### src/rtl/riscv_pkg.sv
// Shared core constants and types: register width, address width, x0 address.
package riscv_pkg;
  localparam int unsigned XLEN  = 32;
  localparam int unsigned AW    = 5;
  localparam int unsigned NREGS = 32;

  typedef logic [AW-1:0]   reg_addr_t;
  typedef logic [XLEN-1:0] xlen_t;

  localparam reg_addr_t REG_ZERO = '0;
endpackage

### src/rtl/regfile_scoreboard_if.sv
// ID/writeback bundle between the decode stage and the register file scoreboard.
interface regfile_scoreboard_if #(
  parameter int unsigned XLEN = riscv_pkg::XLEN,
  parameter int unsigned AW   = riscv_pkg::AW
);
  logic [AW-1:0]   rs1_addr_i;
  logic [AW-1:0]   rs2_addr_i;
  logic            rs1_use_i;
  logic            rs2_use_i;
  logic [XLEN-1:0] rs1_data_o;
  logic [XLEN-1:0] rs2_data_o;
  logic            issue_valid_i;
  logic [AW-1:0]   issue_rd_i;
  logic            issue_wr_i;
  logic            wb_valid_i;
  logic [AW-1:0]   wb_rd_i;
  logic [XLEN-1:0] wb_data_i;
  logic            flush_i;
  logic            stall_o;
  logic [AW:0]     busy_cnt_o;

  modport master (
    output rs1_addr_i, rs2_addr_i, rs1_use_i, rs2_use_i,
    output issue_valid_i, issue_rd_i, issue_wr_i,
    output wb_valid_i, wb_rd_i, wb_data_i, flush_i,
    input  rs1_data_o, rs2_data_o, stall_o, busy_cnt_o
  );

  modport slave (
    input  rs1_addr_i, rs2_addr_i, rs1_use_i, rs2_use_i,
    input  issue_valid_i, issue_rd_i, issue_wr_i,
    input  wb_valid_i, wb_rd_i, wb_data_i, flush_i,
    output rs1_data_o, rs2_data_o, stall_o, busy_cnt_o
  );
endinterface

### src/rtl/regfile_array.sv
// NREGS x XLEN register storage: one write port, two combinational read ports, x0 hardwired to 0.
module regfile_array
  import riscv_pkg::*;
#(
  parameter int unsigned XLEN  = riscv_pkg::XLEN,
  parameter int unsigned NREGS = riscv_pkg::NREGS,
  parameter int unsigned AW    = riscv_pkg::AW
) (
  input  logic            clk,
  input  logic            rst_n,
  input  logic            we,
  input  logic [AW-1:0]   waddr,
  input  logic [XLEN-1:0] wdata,
  input  logic [AW-1:0]   raddr1,
  input  logic [AW-1:0]   raddr2,
  output logic [XLEN-1:0] rdata1,
  output logic [XLEN-1:0] rdata2
);
  logic [XLEN-1:0] regs [NREGS];

  always_ff @(posedge clk or negedge rst_n) begin
    if (!rst_n) begin
      for (int unsigned i = 0; i < NREGS; i++) regs[i] <= '0;
    end else if (we && waddr != '0) begin
      regs[waddr] <= wdata;
    end
  end

  always_comb begin
    rdata1 = (raddr1 == '0) ? '0 : regs[raddr1];
    rdata2 = (raddr2 == '0) ? '0 : regs[raddr2];
  end
endmodule

### src/rtl/regfile_scoreboard.sv
// Architectural register file with busy-bit scoreboard, write bypass and RAW/WAW stall generation.
module regfile_scoreboard
  import riscv_pkg::*;
#(
  parameter int unsigned XLEN  = riscv_pkg::XLEN,
  parameter int unsigned NREGS = riscv_pkg::NREGS,
  parameter int unsigned AW    = riscv_pkg::AW
) (
  input logic clk,
  input logic rst_n,
  regfile_scoreboard_if.slave bus
);
  logic [NREGS-1:0] busy;
  logic [NREGS-1:0] busy_n;
  logic [NREGS-1:0] wb_hot;
  logic [NREGS-1:0] eff_busy;
  logic [AW:0]      busy_cnt;
  logic [XLEN-1:0]  arr_rd1;
  logic [XLEN-1:0]  arr_rd2;
  logic             wb_en;
  logic             haz1, haz2, haz3;
  logic             stall;
  logic             issue_ok;
  logic             set_en;
  logic             clr_en;

  regfile_array #(
    .XLEN  (XLEN),
    .NREGS (NREGS),
    .AW    (AW)
  ) u_array (
    .clk    (clk),
    .rst_n  (rst_n),
    .we     (wb_en),
    .waddr  (bus.wb_rd_i),
    .wdata  (bus.wb_data_i),
    .raddr1 (bus.rs1_addr_i),
    .raddr2 (bus.rs2_addr_i),
    .rdata1 (arr_rd1),
    .rdata2 (arr_rd2)
  );

  always_comb begin
    wb_en  = bus.wb_valid_i && (bus.wb_rd_i != REG_ZERO);
    wb_hot = '0;
    for (int unsigned i = 1; i < NREGS; i++) begin
      if (wb_en && bus.wb_rd_i == AW'(i)) wb_hot[i] = 1'b1;
    end
    // A writeback releases its register in the same cycle it arrives.
    eff_busy = busy & ~wb_hot;

    haz1     = bus.rs1_use_i  && eff_busy[bus.rs1_addr_i];
    haz2     = bus.rs2_use_i  && eff_busy[bus.rs2_addr_i];
    haz3     = bus.issue_wr_i && eff_busy[bus.issue_rd_i];
    stall    = bus.issue_valid_i && !bus.flush_i && (haz1 || haz2 || haz3);
    issue_ok = bus.issue_valid_i && !stall && !bus.flush_i;
    set_en   = issue_ok && bus.issue_wr_i && (bus.issue_rd_i != REG_ZERO);
    clr_en   = |(busy & wb_hot);

    // Set after clear so a same-edge issue to the retiring rd keeps it reserved.
    busy_n = eff_busy;
    if (set_en) busy_n[bus.issue_rd_i] = 1'b1;
    busy_n[0] = 1'b0;
  end

  always_ff @(posedge clk or negedge rst_n) begin
    if (!rst_n) begin
      busy     <= '0;
      busy_cnt <= '0;
    end else if (bus.flush_i) begin
      busy     <= '0;
      busy_cnt <= '0;
    end else begin
      busy <= busy_n;
      unique case ({set_en, clr_en})
        2'b10:   busy_cnt <= busy_cnt + 1'b1;
        2'b01:   busy_cnt <= busy_cnt - 1'b1;
        default: busy_cnt <= busy_cnt;
      endcase
    end
  end

  always_comb begin
    bus.rs1_data_o = (wb_en && bus.wb_rd_i == bus.rs1_addr_i) ? bus.wb_data_i : arr_rd1;
    bus.rs2_data_o = (wb_en && bus.wb_rd_i == bus.rs2_addr_i) ? bus.wb_data_i : arr_rd2;
    bus.stall_o    = stall;
    bus.busy_cnt_o = busy_cnt;
  end
endmodule

### src/flat_wrapper.sv
// flat-port wrapper written by rule: the top's interface ports become plain ports
module regfile_scoreboard_flat import riscv_pkg::*;
#(
  parameter int unsigned XLEN  = riscv_pkg::XLEN,
  parameter int unsigned NREGS = riscv_pkg::NREGS,
  parameter int unsigned AW    = riscv_pkg::AW
)
  (clk, rst_n, bus_rs1_addr_i, bus_rs2_addr_i, bus_rs1_use_i, bus_rs2_use_i, bus_issue_valid_i, bus_issue_rd_i, bus_issue_wr_i, bus_wb_valid_i, bus_wb_rd_i, bus_wb_data_i, bus_flush_i, bus_rs1_data_o, bus_rs2_data_o, bus_stall_o, bus_busy_cnt_o);
  regfile_scoreboard_if #(.XLEN(XLEN), .AW(AW)) bus_i ();
  input logic clk;
  input logic rst_n;
  input wire logic [$bits(bus_i.rs1_addr_i)-1:0] bus_rs1_addr_i;
  input wire logic [$bits(bus_i.rs2_addr_i)-1:0] bus_rs2_addr_i;
  input wire logic [$bits(bus_i.rs1_use_i)-1:0] bus_rs1_use_i;
  input wire logic [$bits(bus_i.rs2_use_i)-1:0] bus_rs2_use_i;
  input wire logic [$bits(bus_i.issue_valid_i)-1:0] bus_issue_valid_i;
  input wire logic [$bits(bus_i.issue_rd_i)-1:0] bus_issue_rd_i;
  input wire logic [$bits(bus_i.issue_wr_i)-1:0] bus_issue_wr_i;
  input wire logic [$bits(bus_i.wb_valid_i)-1:0] bus_wb_valid_i;
  input wire logic [$bits(bus_i.wb_rd_i)-1:0] bus_wb_rd_i;
  input wire logic [$bits(bus_i.wb_data_i)-1:0] bus_wb_data_i;
  input wire logic [$bits(bus_i.flush_i)-1:0] bus_flush_i;
  output wire logic [$bits(bus_i.rs1_data_o)-1:0] bus_rs1_data_o;
  output wire logic [$bits(bus_i.rs2_data_o)-1:0] bus_rs2_data_o;
  output wire logic [$bits(bus_i.stall_o)-1:0] bus_stall_o;
  output wire logic [$bits(bus_i.busy_cnt_o)-1:0] bus_busy_cnt_o;
  assign bus_i.rs1_addr_i = bus_rs1_addr_i;
  assign bus_i.rs2_addr_i = bus_rs2_addr_i;
  assign bus_i.rs1_use_i = bus_rs1_use_i;
  assign bus_i.rs2_use_i = bus_rs2_use_i;
  assign bus_i.issue_valid_i = bus_issue_valid_i;
  assign bus_i.issue_rd_i = bus_issue_rd_i;
  assign bus_i.issue_wr_i = bus_issue_wr_i;
  assign bus_i.wb_valid_i = bus_wb_valid_i;
  assign bus_i.wb_rd_i = bus_wb_rd_i;
  assign bus_i.wb_data_i = bus_wb_data_i;
  assign bus_i.flush_i = bus_flush_i;
  assign bus_rs1_data_o = bus_i.rs1_data_o;
  assign bus_rs2_data_o = bus_i.rs2_data_o;
  assign bus_stall_o = bus_i.stall_o;
  assign bus_busy_cnt_o = bus_i.busy_cnt_o;
  regfile_scoreboard #(.XLEN(XLEN), .NREGS(NREGS), .AW(AW)) u_core (.clk(clk), .rst_n(rst_n), .bus(bus_i));
endmodule
### config.mk
export PLATFORM = sky130hd
export DESIGN_NAME = regfile_scoreboard_flat
export DESIGN_NICKNAME = d
export VERILOG_FILES = /design/src/rtl/riscv_pkg.sv /design/src/rtl/regfile_scoreboard_if.sv /design/src/rtl/regfile_array.sv /design/src/rtl/regfile_scoreboard.sv /design/src/flat_wrapper.sv
export SDC_FILE = /design/constraint.sdc
export NUM_CORES = 2
export LEC_CHECK = 0
export ABC_AREA = 1
export BUFFER_PORTS_ARGS = -buffer_cell sky130_fd_sc_hd__clkbuf_2
export CELL_PAD_IN_SITES_DETAIL_PLACEMENT = 2
export CELL_PAD_IN_SITES_GLOBAL_PLACEMENT = 2
export CORE_ASPECT_RATIO = 0.6
export CORE_MARGIN = 4
export CORE_UTILIZATION = 30
export DETAILED_ROUTE_END_ITERATION = 8
export PLACE_DENSITY = 0.69
export SLEW_MARGIN = 20
export SYNTH_ARGS = -nofsm -noshare
export SYNTH_HDL_FRONTEND = slang
export SYNTH_SLANG_ARGS = --single-unit
### constraint.sdc
create_clock -name clk -period 3.4 [get_ports clk]
set_input_delay 0.68 -clock clk [delete_from_list [all_inputs] [get_ports clk]]
set_output_delay 0.68 -clock clk [all_outputs]
set_load 0.005 [all_outputs]
=== Word level (Yosys, flattened, before mapping) ===
Index checks and enable logic that the tools add are counted.

* Flip-flop bits (word level): 1062
* Bits of input ports: 60
* Output and inout port bits: 71
* Word-level logic and storage cells: 198

* $add $sub $neg: 2
* $lt $le $gt $ge: 8
* Equal/unequal tests: 35
* Muxes and demuxes: 56
* Bitwise gates (word level): 7
* Reductions and logical operators: 56

{| class="wikitable"
|+ Operators with widths
! kind !! count
|-
| bitwise mux 1024 bit || 1
|-
| two-way mux 32 bit || 11
|-
| binary-select mux 32 bit (select 5 bit) || 2
|-
| demux 32 bit (select 5 bit) || 1
|-
| == test 5 bit, second input constant || 16
|-
| bitwise AND 32 bit || 2
|-
| logical AND 1 bit || 46
|-
| == test 5 x 4 -> 1 bit, second input constant || 8
|-
| two-way mux 1 bit || 35
|-
| NOT 32 bit || 1
|-
| OR 32 bit || 1
|-
| OR reduction 32 bit || 1
|-
| == test 5 x 3 -> 1 bit, second input constant || 4
|-
| greater-or-equal comparator 6 bit, second input constant || 3
|-
| < comparator 5 x 6 -> 1 bit, second input constant || 3
|-
| NOT 5 -> 6 bit || 3
|-
| binary-select mux 1 bit (select 5 bit) || 3
|-
| one-hot mux 6 bit (2 select lines) || 1
|-
| == test 5 x 2 -> 1 bit, second input constant || 2
|-
| == test 5 bit || 2
|-
| logical NOT 5 bit || 2
|-
| nonzero test 5 bit || 2
|-
| adder 6 x 1 -> 6 bit, second input constant || 1
|-
| < comparator 6 x 1 -> 1 bit, second input constant || 1
|-
| other kinds (10) || 12
|}

=== Longest topological paths before layout ===
* Word-level depth: 20
* Depth in mapped cells: 29
* Gate-level depth less buffers: 28

=== By module ===
Synthesis repeated with hierarchy kept, for this count alone.

* Cell total of the unflattened synthesis: 9071
* Area, all modules: 61450.2 um2

{| class="wikitable"
|+ Modules (own cells, without submodules)
! module !! instances !! cells an instance !! area each (um2) !! seq. area each (um2)
|-
| regfile_array || 1 || 8317 || 57078.5 || 25624.6
|-
| regfile_scoreboard || 1 || 754 || 4371.7 || 925.9
|}

=== Worst setup path before layout ===
OpenSTA, ideal clock, no wires.

* Path kind: input port to flip-flop
* From: input bus_wb_rd_i[1]
* To: register u_core.busy_cnt[5], in the netlist u_core.bus.busy_cnt_o[5]
* Library setup time: 118 ps
* Data arrival time: 3532 ps
* Required time: 3282 ps
* Path slack: -251 ps
* Stages on the path: 27
* Buffers on the path: 1
* Cells stage by stage: buf_2 inv_1 nand2_1 nor2_4 nand2_1 nand3_1 nand3_1 nand3_1 nand3_1 nand2_1 nand2_1 nand3_1 nand4_2 nand2_1 inv_1 ha_1 a21oi_1 nand2_1 nand2_1 nand2_1 a21oi_1 xor2_1 inv_1 nand3_1 nand2_1 nand2_1 nand2_1

* Cells in the longest elaborated chain, start to end: 20
* Elaborated cells between the ends (all ways): 121
* Those cells by class: eq/ne: 33; mux: 39; bitwise: 3; reduce/logical: 46

{| class="wikitable"
|+ Ends and longest elaborated chain
! what !! line !! source
|-
| from (decl) || flat_wrapper.sv:20 || <nowiki>input wire logic [$bits(bus_i.wb_rd_i)-1:0] bus_wb_rd_i;</nowiki>
|-
| nonzero test 5 bit || regfile_scoreboard.sv:44 || <nowiki>wb_en = bus.wb_valid_i && (bus.wb_rd_i != REG_ZERO);</nowiki>
|-
| logical AND 1 bit || regfile_scoreboard.sv:44 ||
|-
| logical AND 1 bit || regfile_scoreboard.sv:47 || <nowiki>if (wb_en && bus.wb_rd_i == AW'(i)) wb_hot[i] = 1'b1;</nowiki>
|-
| two-way mux 1 bit || regfile_scoreboard.sv:47 ||
|-
| NOT 32 bit || regfile_scoreboard.sv:50 || <nowiki>eff_busy = busy & ~wb_hot;</nowiki>
|-
| bitwise AND 32 bit || regfile_scoreboard.sv:50 ||
|-
| binary-select mux 1 bit (select 5 bit) (on tied branches) || regfile_scoreboard.sv:52, regfile_scoreboard.sv:53 ||
|-
| two-way mux 1 bit (on tied branches) || regfile_scoreboard.sv:52, regfile_scoreboard.sv:53 ||
|-
| logical AND 1 bit (on tied branches) || regfile_scoreboard.sv:52, regfile_scoreboard.sv:53 ||
|-
| logical OR 1 bit (2 in series) || regfile_scoreboard.sv:55 || <nowiki>stall = bus.issue_valid_i && !bus.flush_i && (haz1 || haz2 || haz3);</nowiki>
|-
| logical AND 1 bit || regfile_scoreboard.sv:55 ||
|-
| logical NOT 1 bit || regfile_scoreboard.sv:56 || <nowiki>issue_ok = bus.issue_valid_i && !stall && !bus.flush_i;</nowiki>
|-
| logical AND 1 bit (2 in series) || regfile_scoreboard.sv:56 ||
|-
| logical AND 1 bit (2 in series) || regfile_scoreboard.sv:57 || <nowiki>set_en = issue_ok && bus.issue_wr_i && (bus.issue_rd_i != REG_ZERO);</nowiki>
|-
| == test 2 x 1 -> 1 bit or == test 2 bit (tied branches) || regfile_scoreboard.sv:75 || <nowiki>unique case ({set_en, clr_en})</nowiki>
|-
| one-hot mux 6 bit (2 select lines) || regfile_scoreboard.sv:75 ||
|-
| two-way mux 6 bit || regfile_scoreboard.sv:70 || <nowiki>end else if (bus.flush_i) begin</nowiki>
|-
| to (signal assigned) || regfile_scoreboard.sv:76 || <nowiki>2'b10: busy_cnt <= busy_cnt + 1'b1;</nowiki>
|-
| to (signal assigned) || regfile_scoreboard.sv:77 || <nowiki>2'b01: busy_cnt <= busy_cnt - 1'b1;</nowiki>
|-
| to (signal assigned) || regfile_scoreboard.sv:78 || <nowiki>default: busy_cnt <= busy_cnt;</nowiki>
|-
| to (decl) || regfile_scoreboard.sv:17 || <nowiki>logic [AW:0] busy_cnt;</nowiki>
|}

Parallel ways exist; a longest one is shown, timed or not. The select of a mux whose other input is x is not followed.
A chain may end at the register's enable or synchronous reset.

=== Worst setup path in the final report ===
* From: input bus_rs1_addr_i[1]
* To: output bus_rs1_data_o[4]

* Cells in the longest elaborated chain, start to end: 6
* Elaborated cells between the ends (all ways): 9
* Those cells by class: eq/ne: 1; mux: 5; bitwise: 1; reduce/logical: 2

{| class="wikitable"
|+ Ends and longest elaborated chain
! what !! line !! source
|-
| from (decl) || flat_wrapper.sv:12 || <nowiki>input wire logic [$bits(bus_i.rs1_addr_i)-1:0] bus_rs1_addr_i;</nowiki>
|-
| NOT 5 -> 6 bit (not written as such) || regfile_array.sv:30 || <nowiki>rdata1 = (raddr1 == '0) ? '0 : regs[raddr1];</nowiki>
|-
| binary-select mux 32 bit (select 5 bit) || regfile_array.sv:30 ||
|-
| two-way mux 32 bit (not written as such) (2 in series) || regfile_array.sv:30 ||
|-
| two-way mux 32 bit || regfile_array.sv:30 ||
|-
| two-way mux 32 bit * || regfile_scoreboard.sv:84 || <nowiki>bus.rs1_data_o = (wb_en && bus.wb_rd_i == bus.rs1_addr_i) ? bus.wb_data_i : arr_rd1;</nowiki>
|-
| to (decl) || flat_wrapper.sv:23 || <nowiki>output wire logic [$bits(bus_i.rs1_data_o)-1:0] bus_rs1_data_o;</nowiki>
|}

Every way passes the cells marked *; elsewhere a longest branch is shown, timed or not. The select of a mux whose other input is x is not followed.

==> impl_metrics.env <==
export IMPL_crit_path_end_kind="output pin"
export IMPL_failed_checks="negative setup slack"
export IMPL_grt_max_degree=110
export IMPL_syn_avg_cell_area_um2=7.31
export IMPL_drt_iter0_markers=7744
export IMPL_drv_cap=0
export IMPL_track_usage=0.351
export IMPL_clockBufferDepth=3
export IMPL_p_leak_nw=33.3
export IMPL_crit_path_max_incr_delay_ps=190
export IMPL_synth_compound_area_frac=0.239
export IMPL_worstRegToRegCells=25
export IMPL_synth_top_family_by_area="compound AO/OA/AOI/OAI gates"
export IMPL_slowest_stage="buf_12"
export IMPL_cts_buffers=114
export IMPL_setup_viol=22
export IMPL_nets=8353
export IMPL_fin_crit_ps=3470
export IMPL_final_cells=11000
export IMPL_synth_seq_cells=1061
export IMPL_first_pass_iters=6
export IMPL_synth_fa_ha_area_frac=0.00120
export IMPL_skew_ps=18.3
export IMPL_min_to="u_core.u_array.regs[30]$_DFFE_PN0P_"
export IMPL_reg2reg_slack_ps=180
export IMPL_start_util=0.304
export IMPL_vias_per_cell=6.05
export IMPL_r2r_start="u_core.busy[19]$_DFF_PN0_"
export IMPL_min_path_type="input pin to register"
export IMPL_cp_arrival_ps=2790
export IMPL_cts_num_sinks=1061
export IMPL_first_global_vias=68200
export IMPL_worst_slack_ps=-71.5
export IMPL_grt_pass1_wl_mm=519
export IMPL_crit_required_ps=2720
export IMPL_post_route_cell_area_um2=76000
export IMPL_setup_tns_ps=-584
export IMPL_cts_root_buf="clkbuf_16"
export IMPL_rsz0062_at_grt="true"
export IMPL_ir_drop_mv=0.469
export IMPL_dp_cells=10600
export IMPL_power_density_nw_per_um2=522
export IMPL_timing_fmax_mhz=288
export IMPL_htreeDepth=3
export IMPL_io_pins=131
export IMPL_drc=0
export IMPL_hold_viol=0
export IMPL_num_vias=66400
export IMPL_synth_xor_area_share=0.00151
export IMPL_ant_nets=0
export IMPL_drive_gt1_frac=0.190
export IMPL_syn_area_um2=58200
export IMPL_path_common_cell="buf_12"
export IMPL_hpwl_mm=234
export IMPL_die_h_um=349
export IMPL_tightest_slew_ps=1280
export IMPL_dp_slack_ps=-771
export IMPL_yosysSeqAreaShare=0.456
export IMPL_wl_mm=369
export IMPL_slew_headroom=0.144
export IMPL_coreArea_um2=192000
export IMPL_syn_nets=8024
export IMPL_die_area_um2=201000
export IMPL_status="finished with violations"
export IMPL_die_x_um=577
export IMPL_antenna_found_initial=18
export IMPL_area_growth_synth_to_final_pct=30.6
export IMPL_min_from="bus_wb_data_i[30]"
export IMPL_fin_crit_sh=1.02
export IMPL_cts_tree="done"
export IMPL_worstPathCellList="buf_12 -> buf_12 -> buf_12 -> nor2_4 -> buf_8 -> buf_12 -> buf_12 -> buf_12 -> nand3_1 -> o2111ai_2 -> nand3_2 -> nand3_2 -> o21ai_1 -> buf_4 -> clkbuf_2"
export IMPL_worst_path_max_fanout=8
export IMPL_yosys_area_share_simple=0.220
export IMPL_clkLatencyLatePin_ps=800
export IMPL_muxShareOfSynthArea=0
export IMPL_portBuffers=130
export IMPL_criticalPathCategory="input pin to output pin"
export IMPL_whs_path_depth=3
export IMPL_yosys_warnings=0
export IMPL_timing_hold_ws_ps=229
export IMPL_rr_endpoint="u_core.bus.busy_cnt_o[5]$_DFFE_PN0P_"
export IMPL_grt_overflow=0
export IMPL_place_area_um2=66400
export IMPL_finalMaxSlewViolations=0
export IMPL_clk_pin_slew_ps=60
export IMPL_synth_cell_types=40
export IMPL_rows=124
export IMPL_synthCells=7959
export IMPL_wl_per_cell_um=33.7
export IMPL_gp_congestion=0.972
export IMPL_start_kind="input pin"
==> cells by family (layout without fill, tap and decap cells) <==
family | after synthesis | after routing
adders and majority gates | 5 | 5
xor gates and xnor gates | 10 | 10
AOI/OAI and AO/OA | 2522 | 2522
DFF | 1061 | 1061
other | 0 | 10
and+or+nand+nor | 3098 | 3098
buffers and inverters | 1263 | 1680
==> repair_timing <==
item / CTS / global route
gates resized for setup: 444 / 395
setup buffers: 70 / 44
hold endpoints to repair: 11 / 0
setup endpoints to repair: 65 / 66
pin swaps: 97 / 157
hold buffers: 1 / 0
cloned: 29 / 26
==> cell type report <==
| type | count | area (um^2) |
|---|---|---|
| Clock buffer | 174 | 3360 |
| Sequential cell | 1061 | 26600 |
| Fill cell | 21400 | 116000 |
| Clock inverter | 30 | 468 |
| Antenna cell | 10 | 25.0 |
| Multi-Input combinational cell | 5635 | 29400 |
| Inverter | 478 | 1860 |
| Tap cell | 2583 | 3230 |
| Timing Repair Buffer | 998 | 11100 |
==> synth_stat cells, drive strengths merged <==
cell type	instances	area share
a211oi	10	0.0013
a21oi	447	0.038
a221oi	1	0.00015
a22oi	2	0.00026
a311oi	10	0.0015
a31oi	2	0.00022
buf	86	0.0065
clkbuf	699	0.045
clkinv	7	0.00045
dfrtp	1061	0.46
fa	1	0.00034
ha	4	0.00086
inv	471	0.030
nand2	1960	0.13
nand3	750	0.065
nand3b	1	0.00013
nand4	41	0.0045
nor2	335	0.022
nor3	7	0.00060
nor3b	1	0.00013
nor4	2	0.00022
o2111a	1	0.00019
o2111ai	200	0.030
o211ai	165	0.021
o21ai	1671	0.14
o221ai	8	0.0012
o22ai	5	0.00054
or2	1	0.00011
xnor2	2	0.00030
xor2	8	0.0012
==> stage by stage <==
stage	utilization	total power, W
6_report	0.397	0.0397
3_3_place_gp	0.347	0.0244
2_1_floorplan	-	0.0207
5_1_grt	0.396	0.0414
4_1_cts	0.385	0.0391
3_5_place_dp	0.347	0.0250
==> power by group <==
part	total [W]	internal [W]	switching, W	leakage [nW]
sequential	0.0167	0.0149	0.00174	13.6
combinational	0.00958	0.00334	0.00624	17.8
clock	0.0134	0.00735	0.00608	1.86
total	0.0397	0.0256	0.0141	33.3
==> placed cells by master (no fill, tap or decap), drive strengths merged, types with 3 or more instances in the layout <==
cell / n
o2111ai: 200
bufinv: 7
diode: 10
nand4: 41
clkbuf: 300
o211ai: 165
nand2: 1960
nor2: 335
a311oi: 10
nand3: 750
dfrtp: 1061
o21ai: 1671
a21oi: 447
clkinvlp: 3
a211oi: 10
xor2: 8
buf: 858
o22ai: 5
nor3: 7
inv: 476
clkinv: 22
bufbuf: 13
ha: 4
o221ai: 8
==> routing by layer <==
metal  vias to the layer above  global-route usage  wire, um  part of all wire
li1                      27600                   -         -                 -
met1                     35100               0.499    163000              0.44
met2                      2934               0.512    157000              0.43
met3                       730              0.0668     30900             0.084
met4                         2               0.165     18000             0.049
met5                         -                   0        13          0.000035
==> worst max path at each step <==
stage | start | to | slack (ps)
5_1_grt | bus_rs2_addr_i[0] | bus_rs2_data_o[0] | -90
3_5_place_dp | bus_wb_rd_i[3] | u_core.bus.busy_cnt_o[5]$_DFFE_PN0P_ | -770
2_1_floorplan | bus_wb_rd_i[4] | u_core.bus.busy_cnt_o[5]$_DFFE_PN0P_ | 20
4_1_cts | bus_rs2_addr_i[0] | bus_rs2_data_o[1] | -90
3_3_place_gp | bus_wb_rd_i[0] | u_core.bus.busy_cnt_o[5]$_DFFE_PN0P_ | -830
6_report | bus_rs1_addr_i[1] | bus_rs1_data_o[4] | -70
==> sequential cells by signal (all words and copies together) (netlist names) <==
name and count:
u_core.busy 31, u_core.u_array.regs 1024, u_core.bus.busy_cnt_o 6
==> critical path, delay by kind of cell <==
kind | cells | cell delay (ps)
AND/OR/NAND/NOR | 4 | 590
AO/OA/AOI/OAI | 2 | 180
buffers and inverters | 9 | 1300
Note: power is estimated with default switching activity, not from simulation.
